## src/rtl/mag_comp_pkg.sv

```systemverilog
// rtl/mag_comp_pkg.sv - shared result type, default sizes and merge helper for the magnitude comparator
package mag_comp_pkg;

  localparam int MAG_COMP_WIDTH = 32;
  localparam int MAG_COMP_SLICE = 8;
  localparam int MAG_COMP_CNT_W = 16;

  typedef enum logic [1:0] {
    CMP_EQ,
    CMP_GT,
    CMP_LT
  } cmp_res_t;

  // A decided upper slice always dominates; only an EQ so far lets the lower slice speak.
  function automatic cmp_res_t cmp_merge(input cmp_res_t upper, input cmp_res_t lower);
    return (upper == CMP_EQ) ? lower : upper;
  endfunction

endpackage

```

## src/rtl/mag_comp_slice.sv

```systemverilog
// rtl/mag_comp_slice.sv - one combinational comparator stage: slice compare merged with the upstream result
module mag_comp_slice
  import mag_comp_pkg::*;
#(
  parameter int SLICE = MAG_COMP_SLICE
) (
  input  logic [SLICE-1:0] a,
  input  logic [SLICE-1:0] b,
  input  logic             flip_msb,
  input  cmp_res_t         res_in,
  output cmp_res_t         res_out
);

  logic [SLICE-1:0] a_m;
  logic [SLICE-1:0] b_m;
  cmp_res_t         local_res;

  always_comb begin
    a_m       = a;
    b_m       = b;
    local_res = CMP_EQ;
    // Flipping the sign bit maps two's-complement order onto unsigned order.
    if (flip_msb) begin
      a_m[SLICE-1] = ~a[SLICE-1];
      b_m[SLICE-1] = ~b[SLICE-1];
    end
    if (a_m > b_m) begin
      local_res = CMP_GT;
    end else if (a_m < b_m) begin
      local_res = CMP_LT;
    end
    res_out = cmp_merge(res_in, local_res);
  end

endmodule

```

## src/rtl/mag_comp_pipe.sv

```systemverilog
// rtl/mag_comp_pipe.sv - MSB-first pipelined magnitude comparator with result tallies; MAG_COMP_SIGNED_EN enables signed compares
module mag_comp_pipe
  import mag_comp_pkg::*;
#(
  parameter int WIDTH = MAG_COMP_WIDTH,
  parameter int SLICE = MAG_COMP_SLICE,
  parameter int CNT_W = MAG_COMP_CNT_W
) (
  input  logic             Clock,
  input  logic             Reset,
  input  logic [WIDTH-1:0] A,
  input  logic [WIDTH-1:0] B,
  input  logic             Signed,
  input  logic             InValid,
  output logic             InReady,
  output logic             Gt,
  output logic             Lt,
  output logic             Eq,
  output logic             OutValid,
  input  logic             OutReady,
  input  logic             CntClear,
  output logic [CNT_W-1:0] GtCount,
  output logic [CNT_W-1:0] LtCount,
  output logic [CNT_W-1:0] EqCount
);

  localparam int NSLICE = WIDTH / SLICE;
  localparam logic [CNT_W-1:0] CNT_ONE = CNT_W'(1);

  logic              advance;
  logic              flip0;
  logic [NSLICE-1:0] vld_q;
  logic [WIDTH-1:0]  a_q    [NSLICE];
  logic [WIDTH-1:0]  b_q    [NSLICE];
  cmp_res_t          res_q  [NSLICE];
  cmp_res_t          res_nx [NSLICE];
  logic [CNT_W-1:0]  gt_cnt;
  logic [CNT_W-1:0]  lt_cnt;
  logic [CNT_W-1:0]  eq_cnt;

  assign advance = !OutValid || OutReady;
  assign InReady = advance;

`ifdef MAG_COMP_SIGNED_EN
  logic sgn_q;

  always_ff @(posedge Clock or posedge Reset) begin
    if (Reset) begin
      sgn_q <= 1'b0;
    end else if (advance) begin
      sgn_q <= Signed;
    end
  end

  assign flip0 = sgn_q;
`else
  logic unused_signed;

  assign unused_signed = Signed;
  assign flip0         = 1'b0;
`endif

  // Stage k always compares the top slice of its operand copy; operands shift up a slice per stage.
  for (genvar k = 0; k < NSLICE; k++) begin : g_stage
    mag_comp_slice #(
      .SLICE(SLICE)
    ) u_slice (
      .a        (a_q[k][WIDTH-1 -: SLICE]),
      .b        (b_q[k][WIDTH-1 -: SLICE]),
      .flip_msb ((k == 0) ? flip0 : 1'b0),
      .res_in   (res_q[k]),
      .res_out  (res_nx[k])
    );
  end

  always_ff @(posedge Clock or posedge Reset) begin
    if (Reset) begin
      vld_q    <= '0;
      OutValid <= 1'b0;
      Gt       <= 1'b0;
      Lt       <= 1'b0;
      Eq       <= 1'b0;
      for (int k = 0; k < NSLICE; k++) begin
        a_q[k]   <= '0;
        b_q[k]   <= '0;
        res_q[k] <= CMP_EQ;
      end
    end else if (advance) begin
      vld_q[0] <= InValid;
      a_q[0]   <= A;
      b_q[0]   <= B;
      res_q[0] <= CMP_EQ;
      for (int k = 1; k < NSLICE; k++) begin
        vld_q[k] <= vld_q[k-1];
        a_q[k]   <= a_q[k-1] << SLICE;
        b_q[k]   <= b_q[k-1] << SLICE;
        res_q[k] <= res_nx[k-1];
      end
      OutValid <= vld_q[NSLICE-1];
      Gt       <= vld_q[NSLICE-1] && (res_nx[NSLICE-1] == CMP_GT);
      Lt       <= vld_q[NSLICE-1] && (res_nx[NSLICE-1] == CMP_LT);
      Eq       <= vld_q[NSLICE-1] && (res_nx[NSLICE-1] == CMP_EQ);
    end
  end

  // Clear takes priority over a handshake landing on the same edge.
  always_ff @(posedge Clock or posedge Reset) begin
    if (Reset) begin
      gt_cnt <= '0;
      lt_cnt <= '0;
      eq_cnt <= '0;
    end else if (CntClear) begin
      gt_cnt <= '0;
      lt_cnt <= '0;
      eq_cnt <= '0;
    end else if (OutValid && OutReady) begin
      if (Gt && (gt_cnt != '1)) begin
        gt_cnt <= gt_cnt + CNT_ONE;
      end
      if (Lt && (lt_cnt != '1)) begin
        lt_cnt <= lt_cnt + CNT_ONE;
      end
      if (Eq && (eq_cnt != '1)) begin
        eq_cnt <= eq_cnt + CNT_ONE;
      end
    end
  end

  assign GtCount = gt_cnt;
  assign LtCount = lt_cnt;
  assign EqCount = eq_cnt;

endmodule

```

## config.mk

```make
export PLATFORM = sky130hd
export DESIGN_NAME = mag_comp_pipe
export DESIGN_NICKNAME = d
export VERILOG_FILES = /design/src/rtl/mag_comp_pkg.sv /design/src/rtl/mag_comp_slice.sv /design/src/rtl/mag_comp_pipe.sv
export SDC_FILE = /design/constraint.sdc
export NUM_CORES = 1
export LEC_CHECK = 0
export CORE_ASPECT_RATIO = 2
export CORE_MARGIN = 4
export CORE_UTILIZATION = 60
export DETAILED_ROUTE_END_ITERATION = 8
export PLACE_DENSITY = 0.88
export SKIP_CTS_REPAIR_TIMING = 1
export SLEW_MARGIN = 20
export SYNTH_ARGS = -nofsm -noshare
export SYNTH_HDL_FRONTEND = slang
export SYNTH_SLANG_ARGS = --single-unit
```

## constraint.sdc

```tcl
create_clock -name Clock -period 18.7 [get_ports Clock]
set_clock_uncertainty 0.2 [all_clocks]
set_input_delay 1.87 -clock Clock [delete_from_list [all_inputs] [get_ports Clock]]
set_output_delay 1.87 -clock Clock [all_outputs]
set_load 0.05 [all_outputs]
```

==> impl_metrics.json <==
{
  "status": "finished clean",
  "drtIter0Drc": 399,
  "relSlewSlack": 0.323,
  "final_nets": 1297,
  "slowest_stage": "clkdlybuf4s50_1",
  "drc": 0,
  "rsz0062_at_grt": "false",
  "cap_viol_max_count": 0,
  "dieArea_sq_um": 18700,
  "synth_fa_ha_area_frac": 0.0443,
  "cpPeakStageDelay_ns": 0.93,
  "drive_gt1_frac": 0.0424,
  "grt_max_degree": 146,
  "synth_top_family_by_area": "simple AND/OR/NAND/NOR gates",
  "synth_top_area_frac": 0.561,
  "area_delta_synth_final_pct": 20.2,
  "clkSinkCount": 222,
  "grt_pass1_wl_microns": 34600,
  "fp.dieW_microns": 98.8,
  "gp_congestion": 0.892,
  "setup_viol": 0,
  "min_path_type": "reg -> reg",
  "max_freq_mhz": 154,
  "syn_area_per_cell_sq_um": 9.05,
  "yosysSeqAreaShare": 0.561,
  "layout_min_cycle_time_ns": 6.50,
  "leakage_nw": 5.79,
  "criticalPathCategory": "in -> out",
  "ir_worst_vdd_mv": 0.0960,
  "arrival_ns": 4.43,
  "track_usage": 0.219,
  "final-hold-violation-count": 0,
  "drt_pass1_iterations": 4,
  "crit_required_ns": 16.63,
  "power_density_nw_per_um2": 130,
  "crit_top_cell": "clkdlybuf4s50_1",
  "initial_core_util": 0.608,
  "die_h_microns": 190,
  "syn_inst": 1093,
  "cts-htree-levels": 1,
  "rr_worst_depth": 6,
  "grt-ovfl-total": 0,
  "clockBufferDepth": 3,
  "place_hpwl_microns": 13600,
  "wire_per_inst_microns": 14.5,
  "drv_slew": 0,
  "clkSlewWorstSetupHoldPaths_ns": 0.06,
  "start_kind": "input pin",
  "path_cells": "clkdlybuf4s50_1 > nor2b_4 > buf_4 > inv_6 > clkdlybuf4s50_1",
  "ys_ff_latch": 222,
  "cts_root_buffer": "clkbuf_16",
  "synth_fp_nets": 1198,
  "synth_compound_area_frac": 0.0503,
  "yosysWarnings": 0,
  "worstMarginPinSlew_ns": 1.01,
  "vias_per_cell": 5.43,
  "diodes": 0,
  "clk_latency_ns": 0.48,
  "period_share": 0.348,
  "vias": 7651,
  "antenna_found_initial": 0,
  "cp_max_fo": 108,
  "async_reset_ff_frac": 1.00,
  "synth_cell_types": 51,
  "synth-simple-area-share": 0.270,
  "synth_edf_count": 0,
  "synth_mux_area_frac": 0.00620,
  "port_buffers": 121,
  "fp-row-count": 66,
  "core_sq_um": 16300,
  "synth-main-ff-cell": "dfrtp_1",
  "hold_ws_ns": 0.263,
  "worstSetupEndpointType": "output port",
  "grt_pass1_vias": 7603,
  "cts_tree": "done",
  "wl_microns": 20400,
  "synth_area_leaders": "dfrtp_1, nand2_1, ha_1",
  "synth_xor_area_frac": 0.0345,
  "ios": 123,
  "fillers": 1133,
  "numCtsBuffers": 20,
  "synth_area_leader_cell": "dfrtp_1",
  "ant_nets": 0,
  "synth_area_sq_um": 9890,
  "whs_path_depth": 2,
  "timing.setup.tns_ns": 0
}
## metrics by stage
step | total power (W) | utilization | setup WS [ns] | cell area (sq um) | cells
finish | 0.00154 | 0.731 | 12.20 | 11900 | 1408
global route | 0.00166 | 0.731 | 12.05 | 11900 | 1408
CTS | 0.00156 | 0.731 | 12.20 | 11900 | 1408
detailed placement | 0.00113 | 0.690 | 12.20 | 11200 | 1374
global placement | 0.00110 | 0.690 | 12.20 | 11200 | 1374
floorplan | 0.00101 | - | 10.55 | 9890 | 1093
## cells in the final DEF, fill, tap and decap left out, drive strengths merged, types with 2 or more instances in the layout
master and instances:
a2111oi 2, a211oi 3, a21o 4, a21oi 18, a31oi 3, and2 5, and3 8, and4 4
buf 5, bufinv 3, clkbuf 28, clkdlybuf4s50 121, clkinvlp 2, dfrtp 222, ha 35, inv 36
mux2i 5, nand2 456, nand3 16, nand3b 3, nand4 31, nor2 57, nor2b 6, nor3 8
nor3b 3, nor4 12, nor4b 3, o211ai 5, o21ai 44, or2 2, or3 3, xnor2 24
xor2 15
## flip-flops by register name, indices dropped and copies added (netlist names)
register	cells
Eq	1
EqCount	16
Gt	1
GtCount	16
Lt	1
LtCount	16
OutValid	1
a_q	80
b_q	80
res_q	6
vld_q	4
## cells by family after synthesis
logic type	after synthesis
xor+xnor	39
fa+ha+maj	35
buf+inv	85
compound gates	85
mux	6
simple gates	621
flops	222
## report_power, final
| group | switching (W) | internal (W) | total [W] | leakage, nW |
|---|---|---|---|---|
| Combinational | 0.000259 | 0.000157 | 0.000417 | 2.69 |
| Sequential | 0.0000804 | 0.000628 | 0.000709 | 2.78 |
| Clock | 0.000167 | 0.000251 | 0.000418 | 0.320 |
| Total | 0.000507 | 0.00104 | 0.00154 | 5.79 |
## synthesized netlist by cell type, types with 2 or more instances
| cell | instances |
|---|---|
| a21o_1 | 4 |
| a31oi_1 | 3 |
| o21ai_0 | 44 |
| or2_2 | 2 |
| xnor2_1 | 24 |
| nor4_1 | 11 |
| a211oi_1 | 3 |
| nand2_1 | 456 |
| nor2b_1 | 6 |
| o211ai_1 | 5 |
| or3_1 | 3 |
| and3_1 | 7 |
| dfrtp_1 | 222 |
| nor2_1 | 57 |
| nand4_1 | 28 |
| nand4_2 | 2 |
| and2_1 | 4 |
| nor3b_1 | 3 |
| nand3b_1 | 3 |
| inv_1 | 35 |
| mux2i_1 | 5 |
| nor4b_2 | 2 |
| xor2_1 | 15 |
| a21oi_1 | 18 |
| nand3_1 | 16 |
| clkbuf_1 | 47 |
| and4_1 | 4 |
| ha_1 | 35 |
| nor3_1 | 7 |
## per-layer routing
metal | vias up | wire length [microns] | GRT usage
met1 | 3673 | 7610 | 0.251
li1 | 3735 | - | -
met2 | 198 | 11400 | 0.415
met4 | 0 | 663 | 0.0800
met5 | - | 0 | 0
met3 | 45 | 723 | 0.0235
## critical path: cells and delay by family
family	cells	cell delay [ns]
buf+inv	4	2.46
simple gates	1	0.06
## final cells by class
class	instances	area (sq um)	share of cell area
inverters	36	148	0.0124
multi-input cells	786	4020	0.338
flip-flops and latches	222	5560	0.467
well taps	204	255	0.0215
clock inverters	6	110	0.00925
clock buffers	28	562	0.0472
repair buffers	126	1250	0.105
## worst paths after layout
| check | slack (ns) | start | to |
|---|---|---|---|
| max | 12.20 | OutReady | InReady |
| min | 0.26 | a_q[109] | a_q[109] |
| max reg2reg | 15.68 | OutValid | res_q[0] |
| min reg2reg | 0.26 | a_q[109] | a_q[109] |
| max in group asynchronous | 14.94 | Reset | b_q[73] |
| min in group asynchronous | 1.78 | Reset | EqCount[6] |
Note: power is estimated with default switching activity, not from simulation.
